===== config.mk =====
export PLATFORM = sky130hd
export DESIGN_NAME = fb_write_scheduler
export DESIGN_NICKNAME = d
export VERILOG_FILES = /design/src/rtl/fb_pkg.sv /design/src/rtl/rr_arbiter.sv /design/src/rtl/fb_write_scheduler.sv
export SDC_FILE = /design/constraint.sdc
export NUM_CORES = 1
export LEC_CHECK = 0
export CORE_MARGIN = 2
export CORE_UTILIZATION = 40
export DETAILED_ROUTE_END_ITERATION = 10
export GPL_TIMING_DRIVEN = 0
export PLACE_DENSITY_LB_ADDON = 0.15
export SLEW_MARGIN = 15
export SYNTH_ARGS = -nofsm -noshare
export SYNTH_HDL_FRONTEND = slang
export SYNTH_SLANG_ARGS = --single-unit

===== constraint.sdc =====
create_clock -name clk_2M -period 4.91 [get_ports clk_2M]
set_input_delay 1.2275 -clock clk_2M [delete_from_list [all_inputs] [get_ports clk_2M]]
set_output_delay 1.2275 -clock clk_2M [all_outputs]
set_load 0.005 [all_outputs]

===== src/rtl/fb_pkg.sv =====
// -----------------------------------------------------------------------------
// fb_pkg
// Shared definitions for the frame-buffer write path. Both the write scheduler
// and the pixel generators use these. It holds the default geometry, the
// background colour and the scheduler state encoding.
// -----------------------------------------------------------------------------
package fb_pkg;

  localparam int N_REQ    = 4;
  localparam int AW       = 16;
  localparam int DW       = 16;
  localparam int FB_WORDS = 19662;

  localparam logic [15:0] BG_COLOR = 16'h9249;

  typedef enum logic {
    SERVE = 1'b0,
    CLEAR = 1'b1
  } fb_state_t;

  // Width of a pointer that indexes n requesters. It is at least 1 bit.
  function automatic int ptr_width(input int n);
    return (n > 1) ? $clog2(n) : 1;
  endfunction

endpackage


===== src/rtl/rr_arbiter.sv =====
// -----------------------------------------------------------------------------
// rr_arbiter
// Purely combinational round-robin picker. The scan starts at rr_ptr and moves
// upward, wrapping modulo N_REQ. The first asserted request it finds wins.
//
// Ports
//   req     in   N_REQ   request vector
//   rr_ptr  in   PW      requester index with highest priority this cycle
//   gnt     out  N_REQ   one-hot grant (all zero when no request)
// -----------------------------------------------------------------------------
module rr_arbiter #(
  parameter int N_REQ = fb_pkg::N_REQ,
  parameter int PW    = fb_pkg::ptr_width(fb_pkg::N_REQ)
) (
  input  logic [N_REQ-1:0] req,
  input  logic [PW-1:0]    rr_ptr,
  output logic [N_REQ-1:0] gnt
);

  import fb_pkg::*;

  logic [PW-1:0] idx;
  logic          found;

  always_comb begin
    gnt   = '0;
    found = 1'b0;
    idx   = '0;
    for (int k = 0; k < N_REQ; k++) begin
      idx = PW'((int'(rr_ptr) + k) % N_REQ);
      if (!found && req[idx]) begin
        gnt[idx] = 1'b1;
        found    = 1'b1;
      end
    end
  end

endmodule


===== src/rtl/fb_write_scheduler.sv =====
// -----------------------------------------------------------------------------
// fb_write_scheduler
// Owns the single frame-buffer write port. Pixel writers share the port through
// round-robin arbitration. A frame_start pulse launches a background-clear
// sweep. The sweep writes BG_COLOR to every word, one word per clock, and it
// pre-empts all requesters while it runs.
//
// Ports
//   clk_2M       in   1          pixel clock
//   rst_n        in   1          asynchronous active-low reset
//   frame_start  in   1          pulse: start or restart the clear sweep
//   req          in   N_REQ      per-requester write request (held until gnt)
//   req_addr     in   N_REQ*AW   packed addresses, slice i = requester i
//   req_data     in   N_REQ*DW   packed pixel words, slice i = requester i
//   gnt          out  N_REQ      one-hot accept, same cycle as the winning req
//   clear_busy   out  1          high while the sweep is active
//   fb_we        out  1          registered RAM write enable
//   fb_addr      out  AW         registered RAM write address
//   fb_data      out  DW         registered RAM write data
//   err_oob      out  1          pulse: a granted write was out of range
// -----------------------------------------------------------------------------
module fb_write_scheduler #(
  parameter int N_REQ    = fb_pkg::N_REQ,
  parameter int AW       = fb_pkg::AW,
  parameter int DW       = fb_pkg::DW,
  parameter int FB_WORDS = fb_pkg::FB_WORDS,
  parameter logic [DW-1:0] BG_COLOR = fb_pkg::BG_COLOR
) (
  input  logic                  clk_2M,
  input  logic                  rst_n,
  input  logic                  frame_start,
  input  logic [N_REQ-1:0]      req,
  input  logic [N_REQ*AW-1:0]   req_addr,
  input  logic [N_REQ*DW-1:0]   req_data,
  output logic [N_REQ-1:0]      gnt,
  output logic                  clear_busy,
  output logic                  fb_we,
  output logic [AW-1:0]         fb_addr,
  output logic [DW-1:0]         fb_data,
  output logic                  err_oob
);

  import fb_pkg::*;

  localparam int            PW        = ptr_width(N_REQ);
  localparam logic [AW-1:0] LAST_ADDR = AW'(FB_WORDS - 1);
  localparam logic [PW-1:0] LAST_PTR  = PW'(N_REQ - 1);

  fb_state_t          state;
  logic [AW-1:0]      clr_cnt;
  logic [PW-1:0]      rr_ptr;

  logic [N_REQ-1:0]   arb_gnt;
  logic               serve_ok;
  logic               any_gnt;
  logic [PW-1:0]      win_idx;
  logic [PW-1:0]      next_ptr;
  logic [AW-1:0]      sel_addr;
  logic [DW-1:0]      sel_data;
  logic               sel_oob;
  logic [AW-1:0]      cnt_eff;
  logic               sweep_last;

  rr_arbiter #(
    .N_REQ (N_REQ),
    .PW    (PW)
  ) u_arb (
    .req    (req),
    .rr_ptr (rr_ptr),
    .gnt    (arb_gnt)
  );

  // Grants are only issued in SERVE. They are also held off during reset and
  // in the cycle where frame_start is sampled, because the sweep wins that
  // cycle.
  assign serve_ok = rst_n && (state == SERVE) && !frame_start;
  assign gnt      = serve_ok ? arb_gnt : '0;
  assign any_gnt  = |gnt;

  // Select the winner's index, address and data from the one-hot grant.
  always_comb begin
    win_idx  = '0;
    sel_addr = '0;
    sel_data = '0;
    for (int i = 0; i < N_REQ; i++) begin
      if (gnt[i]) begin
        win_idx  = PW'(i);
        sel_addr = req_addr[i*AW +: AW];
        sel_data = req_data[i*DW +: DW];
      end
    end
  end

  assign next_ptr = (win_idx == LAST_PTR) ? '0 : win_idx + PW'(1);
  assign sel_oob  = sel_addr > LAST_ADDR;

  // A frame_start during a sweep restarts it in the same cycle. The word
  // written that cycle is address 0, so no cycle is lost.
  assign cnt_eff    = frame_start ? '0 : clr_cnt;
  assign sweep_last = (cnt_eff == LAST_ADDR);

  always_ff @(posedge clk_2M or negedge rst_n) begin
    if (!rst_n) begin
      state      <= SERVE;
      clr_cnt    <= '0;
      rr_ptr     <= '0;
      clear_busy <= 1'b0;
      fb_we      <= 1'b0;
      fb_addr    <= '0;
      fb_data    <= '0;
      err_oob    <= 1'b0;
    end else begin
      fb_we      <= 1'b0;
      err_oob    <= 1'b0;
      // Busy covers the sweep plus the cycle that presents its final write.
      clear_busy <= frame_start || (state == CLEAR);
      case (state)
        SERVE: begin
          if (frame_start) begin
            state   <= CLEAR;
            clr_cnt <= '0;
          end else if (any_gnt) begin
            rr_ptr <= next_ptr;
            if (sel_oob) begin
              // The request is consumed, but the write is not performed.
              // fb_addr and fb_data keep their previous values.
              err_oob <= 1'b1;
            end else begin
              fb_we   <= 1'b1;
              fb_addr <= sel_addr;
              fb_data <= sel_data;
            end
          end
        end
        CLEAR: begin
          fb_we   <= 1'b1;
          fb_addr <= cnt_eff;
          fb_data <= BG_COLOR;
          if (sweep_last) begin
            state   <= SERVE;
            clr_cnt <= '0;
          end else begin
            clr_cnt <= cnt_eff + AW'(1);
          end
        end
        default: begin
          state <= SERVE;
        end
      endcase
    end
  end

endmodule

Word-level counts from Yosys, hierarchy flattened --
Index checks and enable logic that the tools add are counted.
Word-level totals: flip-flop bits (word level) 54, output and inout bits 39
Operators by class: add/sub/neg operators 5, magnitude comparators 9, equality and inequality tests 5, multiplexer cells 58, bitwise logic cells 5, reductions and logical operators 17
Operators by type and width (number):
- $mux 16 | 16
- $pmux 16 s2 | 3
- $mux 1 | 21
- $mux 4 | 5
- $add 16x1->16 const B | 1
- $eq 16x15->1 const B | 1
- $gt 16x15->1 const B | 1
- $lt 2x3->1 const B | 4
- $or 4x4->4 | 3
- $logic_and 1x1->1 | 9
- $bmux 1 s2 | 4
- $demux 1 s2 | 4
- $ge 2x1->1 const B | 4
- $mux 2 | 3
- $ne 2x2->1 const B | 3
- $reduce_and 3->1 | 2
- $add 2x1->2 const B | 2
- $add 2x2->2 const B | 2
- $logic_not 1->1 | 4
- $pmux 1 s2 | 2
- $reduce_or 4->1 | 1
- $eq 2x2->1 const B | 1
- $not 1->1 | 2
- $logic_or 1x1->1 | 1

Logic depth before layout (Yosys ltp) --
depth after elaboration 22, depth in mapped cells 18, mapped depth without buffers 14

Modules after synthesis --
From an unflattened synthesis, not the netlist that was laid out.
Second synthesis, totals: cells, all modules 487, area, all modules 4091.4 µm²
Modules (own cells, without submodules):
- fb_write_scheduler | times used 1, cells an instance 451, area an instance 3753.6 µm², seq. area each 1351.3 µm²
- rr_arbiter | times used 1, cells an instance 36, area an instance 337.8 µm², seq. area each 0.0 µm²

Least setup slack after synthesis --
No wires, ideal clock.
path kind register -> register, from register rr_ptr[0], to register fb_addr[12], data arrival time 4.400 ns, required time 4.784 ns, path slack 0.384 ns, stages on the path, launching flop included 18, buffers on the path 5, period minus slack after synthesis 4.526 ns, path through dfrtp_1 -> buf_2 -> inv_1 -> ha_1 -> clkbuf_1 -> mux2_2 -> a221oi_1 -> o311ai_1 -> a211oi_2 -> and2_1 -> clkbuf_1 -> clkbuf_1 -> a222oi_1 -> a21oi_1 -> o21a_1 -> nor2_1 -> buf_2 -> a221o_1
Between the ends: longest elaborated chain between the ends 21, elaborated cells between the ends (all ways) 61, classes of those cells add/sub (3); order compare (9); eq/ne (2); mux (32); bitwise (3); reduce/logical (12)
Ends and longest elaborated chain:
- start: declaration | RTL line fb_write_scheduler.sv:51 | logic [PW-1:0] rr_ptr;
- start signal: assignment | RTL line fb_write_scheduler.sv:123 | rr_ptr <= next_ptr;
- branches (longest 11 deep; another with $lt 2x3->1)
- $mux 4 (*) | RTL line rr_arbiter.sv:31 | if (!found && req[idx]) begin
- $mux 4 (*) | RTL line fb_write_scheduler.sv:77 | assign gnt = serve_ok ? arb_gnt : '0;
- branches (longest 8 deep; another with $gt 16x15->1)
- end signal: assignment | RTL line fb_write_scheduler.sv:130 | fb_addr <= sel_addr;
- end signal: assignment | RTL line fb_write_scheduler.sv:137 | fb_addr <= cnt_eff;
- end: declaration | RTL line fb_write_scheduler.sv:38 | output logic [AW-1:0] fb_addr,
Every way passes the cells marked *. The select of a mux whose other input is x is not followed. A chain may end at the register's enable or synchronous reset.

Worst setup path in the final report --
from input port req[2], to output port gnt[0]
Between the ends: longest elaborated chain between the ends 13, elaborated cells between the ends (all ways) 25, classes of those cells mux (16); bitwise (3); reduce/logical (6)
Ends and longest elaborated chain:
- start: declaration | RTL line fb_write_scheduler.sv:32 | input logic [N_REQ-1:0] req,
- $bmux 1 s2 | RTL line rr_arbiter.sv:31
- $mux 1 (implied by the code) | RTL line rr_arbiter.sv:31
- $mux 1 | RTL line rr_arbiter.sv:31
- $logic_not 1->1 | RTL line rr_arbiter.sv:31
- $logic_and 1x1->1 | RTL line rr_arbiter.sv:31
- $mux 1 | RTL line rr_arbiter.sv:31
- $logic_not 1->1 | RTL line rr_arbiter.sv:31
- $logic_and 1x1->1 | RTL line rr_arbiter.sv:31
- $mux 1 | RTL line rr_arbiter.sv:31
- $logic_not 1->1 | RTL line rr_arbiter.sv:31
- $logic_and 1x1->1 | RTL line rr_arbiter.sv:31
- $mux 4 (*) | RTL line rr_arbiter.sv:31
- $mux 4 (*) | RTL line fb_write_scheduler.sv:77
- end: declaration | RTL line fb_write_scheduler.sv:35 | output logic [N_REQ-1:0] gnt,
Every way passes the cells marked *; elsewhere a longest branch is shown, timed or not. The select of a mux whose other input is x is not followed.

==> impl_metrics.py <==
metrics = {
    "yosys": {
        "ys_types": 64,
        "ys.flop_type": "dfrtp_1",
        "ys_ff_latch": 54,
        "async_flop_share_pct": 100,
        "synth_edf_count": 0,
        "seq_area_frac_synth_pct": 33.1,
        "netlist_instances": 484,
        "avgSynthCellArea_sq_um": 8.43,
        "syn_area_sq_um": 4080,
        "synthesis.nets": 628,
        "yosysWarnings": 0,
    },
    "clock_network": {
        "cts_root_buf": "clkbuf_8",
        "cts_made_buffers": 5,
        "clk_path_buf_depth": 2,
        "htree_levels": 2,
        "ctsHoldBuffers": 0,
        "clk_latency_ns": 0.31,
        "path_clk_slew_ns": 0.10,
        "tritoncts": "yes",
        "cts_sinks": 54,
    },
    "timing": {
        "layout_setup_ws_ns": 0.0780,
        "setup_viol": 0,
        "fin_setup_tns_ns": 0,
        "slew_viol_final": 0,
        "finClkSkew_ns": 0.00599,
        "fin_crit_sh_pct": 98.4,
        "period_needed_ns": 4.83,
        "relSlewSlack_pct": 60.6,
        "worstMarginPinSlew_ns": 0.591,
        "fmax_ghz": 0.207,
        "hold_violations": 0,
    },
    "place": {
        "dp_hpwl_microns": 12700,
        "pre_cts_ws_ns": -1.38,
        "place.gp.congestion": 0.936,
        "port-buffer-count": 173,
    },
    "final_layout": {
        "finalNetCount": 819,
        "area_growth_pct": 55.5,
        "drive_gt1_share_pct": 10.5,
        "diodes": 0,
        "layout_commonest_cell": "clkdlybuf4s50_1",
        "final_cell_mix": "clkdlybuf4s50_1 (166), dfrtp_1 (52), nand2_1 (42)",
        "n_fill_cell": 889,
    },
    "worst_setup_path": {
        "crit_buf_inv": 4,
        "crit_chain": "clkdlybuf4s15_2 -> mux4_1 -> nand4b_1 -> nand3_1 -> clkbuf_4 -> clkbuf_2 -> clkdlybuf4s50_1",
        "critical_path_required_ns": 3.68,
        "crit_family": "buffers and inverters",
        "path_class": "in -> out",
        "slowest_delay_ns": 0.64,
        "path_max_fanout": 10,
        "cp-start-kind": "input pin",
        "cpMaxStageDelayCell": "mux4_1",
        "crit_arrival_ns": 3.60,
        "crit_path_end_kind": "output port",
    },
    "drt": {
        "drc": 0,
        "ant_nets": 0,
        "wire_per_inst_microns": 20.4,
        "first_pass_iters": 5,
        "viasPerCell": 5.90,
        "vias": 4776,
        "wl_microns": 16500,
        "drt-initial-drc-count": 302,
    },
    "die": {
        "die_h_microns": 105,
        "io_pins": 174,
        "die-width_microns": 105,
        "die-area_sq_um": 11000,
        "rows": 36,
        "core_area_sq_um": 9820,
        "start_util_pct": 41.6,
    },
    "pwr": {
        "ir_worst_vdd_mv": 0.183,
        "cellLeakagePower_nw": 2.46,
        "power.density_nw_per_um2": 189,
    },
    "global_route": {
        "grt_pass1_wl_microns": 25700,
        "grt_max_degree": 57,
        "grt_overflow": 0,
        "met2_usage_pct": 49.6,
        "antenna_found_initial": 0,
        "grt_pass1_vias": 4774,
        "gr-usage-met3_pct": 7.30,
        "busiest_layer": "met2",
        "use_met1_pct": 38.4,
        "grtUsageTotal_pct": 29.4,
    },
    "run": {
        "maxCapViolCount": 0,
    },
    "worst_hold_path": {
        "hold_path.class": "reg -> reg",
    },
    "outcome": {
        "status": "complete, no violations",
    },
}
[worst register-to-register path, stage by stage, from the launching register on]
cell and delay [ns]:
dfrtp_2 0.42, buf_2 0.17, inv_1 0.23, ha_2 0.38, mux4_2 0.40, or2_4 0.30
o311a_4 0.42, a2111oi_4 0.40, buf_6 0.18, and2_1 0.14, a221o_1 0.17, o32ai_1 0.13
o31ai_2 0.37, o21a_1 0.27, nor2_2 0.09, buf_4 0.17, a221o_1 0.32
[cells by family after synthesis]
logic type	synth area share, %
muxes	3.71
adders and majority gates	2.76
AOI/OAI and AO/OA	34.7
DFF	33.1
and+or+nand+nor	19.5
xor gates and xnor gates	1.29
buffers and inverters	4.94
[where the power goes]
group / switching, mW / internal (mW) / total (mW)
Sequential: 0.0104 / 0.453 / 0.464
Clock: 0.153 / 0.218 / 0.371
Combinational: 0.168 / 0.197 / 0.365
[path summary, 6_finish.rpt]
kind                             from     endpoint  slack (ns)  depth (start not counted)
setup / recovery               req[2]       gnt[0]        0.08                          7
hold / removal             fb_data[3]   fb_data[3]        0.51                          1
setup reg to reg            rr_ptr[0]   fb_addr[8]        0.24                         16
hold reg to reg            fb_data[3]   fb_data[3]        0.51                          1
max in group asynchronous       rst_n    rr_ptr[1]        3.68                          1
min in group asynchronous       rst_n  clr_cnt[11]        0.86                          1
[repair_timing]
action,in CTS,in global routing
gates cloned,1,2
pin swaps,3,5
endpoints found under the setup margin,38,31
resized for setup,45,12
setup buffers,6,5
[registers in the layout (all words and copies together), names as in the netlist]
register,count
clear_busy,1
fb_we,1
state,1
rr_ptr,2
clr_cnt,16
fb_addr,16
err_oob,1
fb_data,16
[per-stage QoR]
step	util [%]	hold slack, ns	instance area [sq um]	instances	power, mW
finish	64.6	0.515	6350	809	1.20
global route	64.6	0.529	6350	809	1.25
CTS	64.1	0.516	6290	802	1.19
detailed placement	60.9	0.491	5980	790	0.795
global placement	60.9	0.485	5980	790	0.793
floorplan	-	0.494	4080	484	0.624
[routing by layer]
layer  vias up  wire length [microns]
met3        20                   1490
met5         -                      0
met1      2288                   6960
li1       2236                      -
met2       232                   7840
met4         0                    230
[Yosys cell counts, types with 3 or more instances]
master	count	area (sq um)
dfrtp_1	54	1350
a221oi_1	4	35.0
buf_2	8	40.0
a222oi_1	7	70.1
o21ai_1	28	140
inv_1	10	37.5
nand2_1	43	161
o31a_1	10	87.6
a32o_1	4	40.0
ha_1	9	113
a21oi_1	30	150
o22ai_1	17	106
a22o_1	3	26.3
a221o_1	9	90.1
nand4_1	5	31.3
nand2b_1	16	100
o21a_1	4	30.0
xor2_1	3	26.3
nand3_1	25	125
mux4_2	3	67.6
mux2i_1	5	50.1
a211o_1	4	35.0
o21ai_0	19	95.1
xnor2_1	3	26.3
nor2_1	29	109
and2_1	12	75.1
and3_1	7	43.8
nor2b_1	15	93.8
a32oi_1	9	78.8
clkbuf_1	29	109
o2bb2ai_1	6	52.6
o31ai_1	13	97.6
[layout make-up]
cell class / instances / area (sq um) / area share [%]
multi-input combinational: 381 / 2620 / 41.3
timing repair buffer: 186 / 1820 / 28.6
sequential: 54 / 1350 / 21.3
buffer: 36 / 203 / 3.19
tap: 133 / 166 / 2.62
clock buffer: 6 / 82.6 / 1.30
clock inverter: 2 / 60.1 / 0.946
inverter: 11 / 41.3 / 0.651
Power figures use the tool's default switching activity.
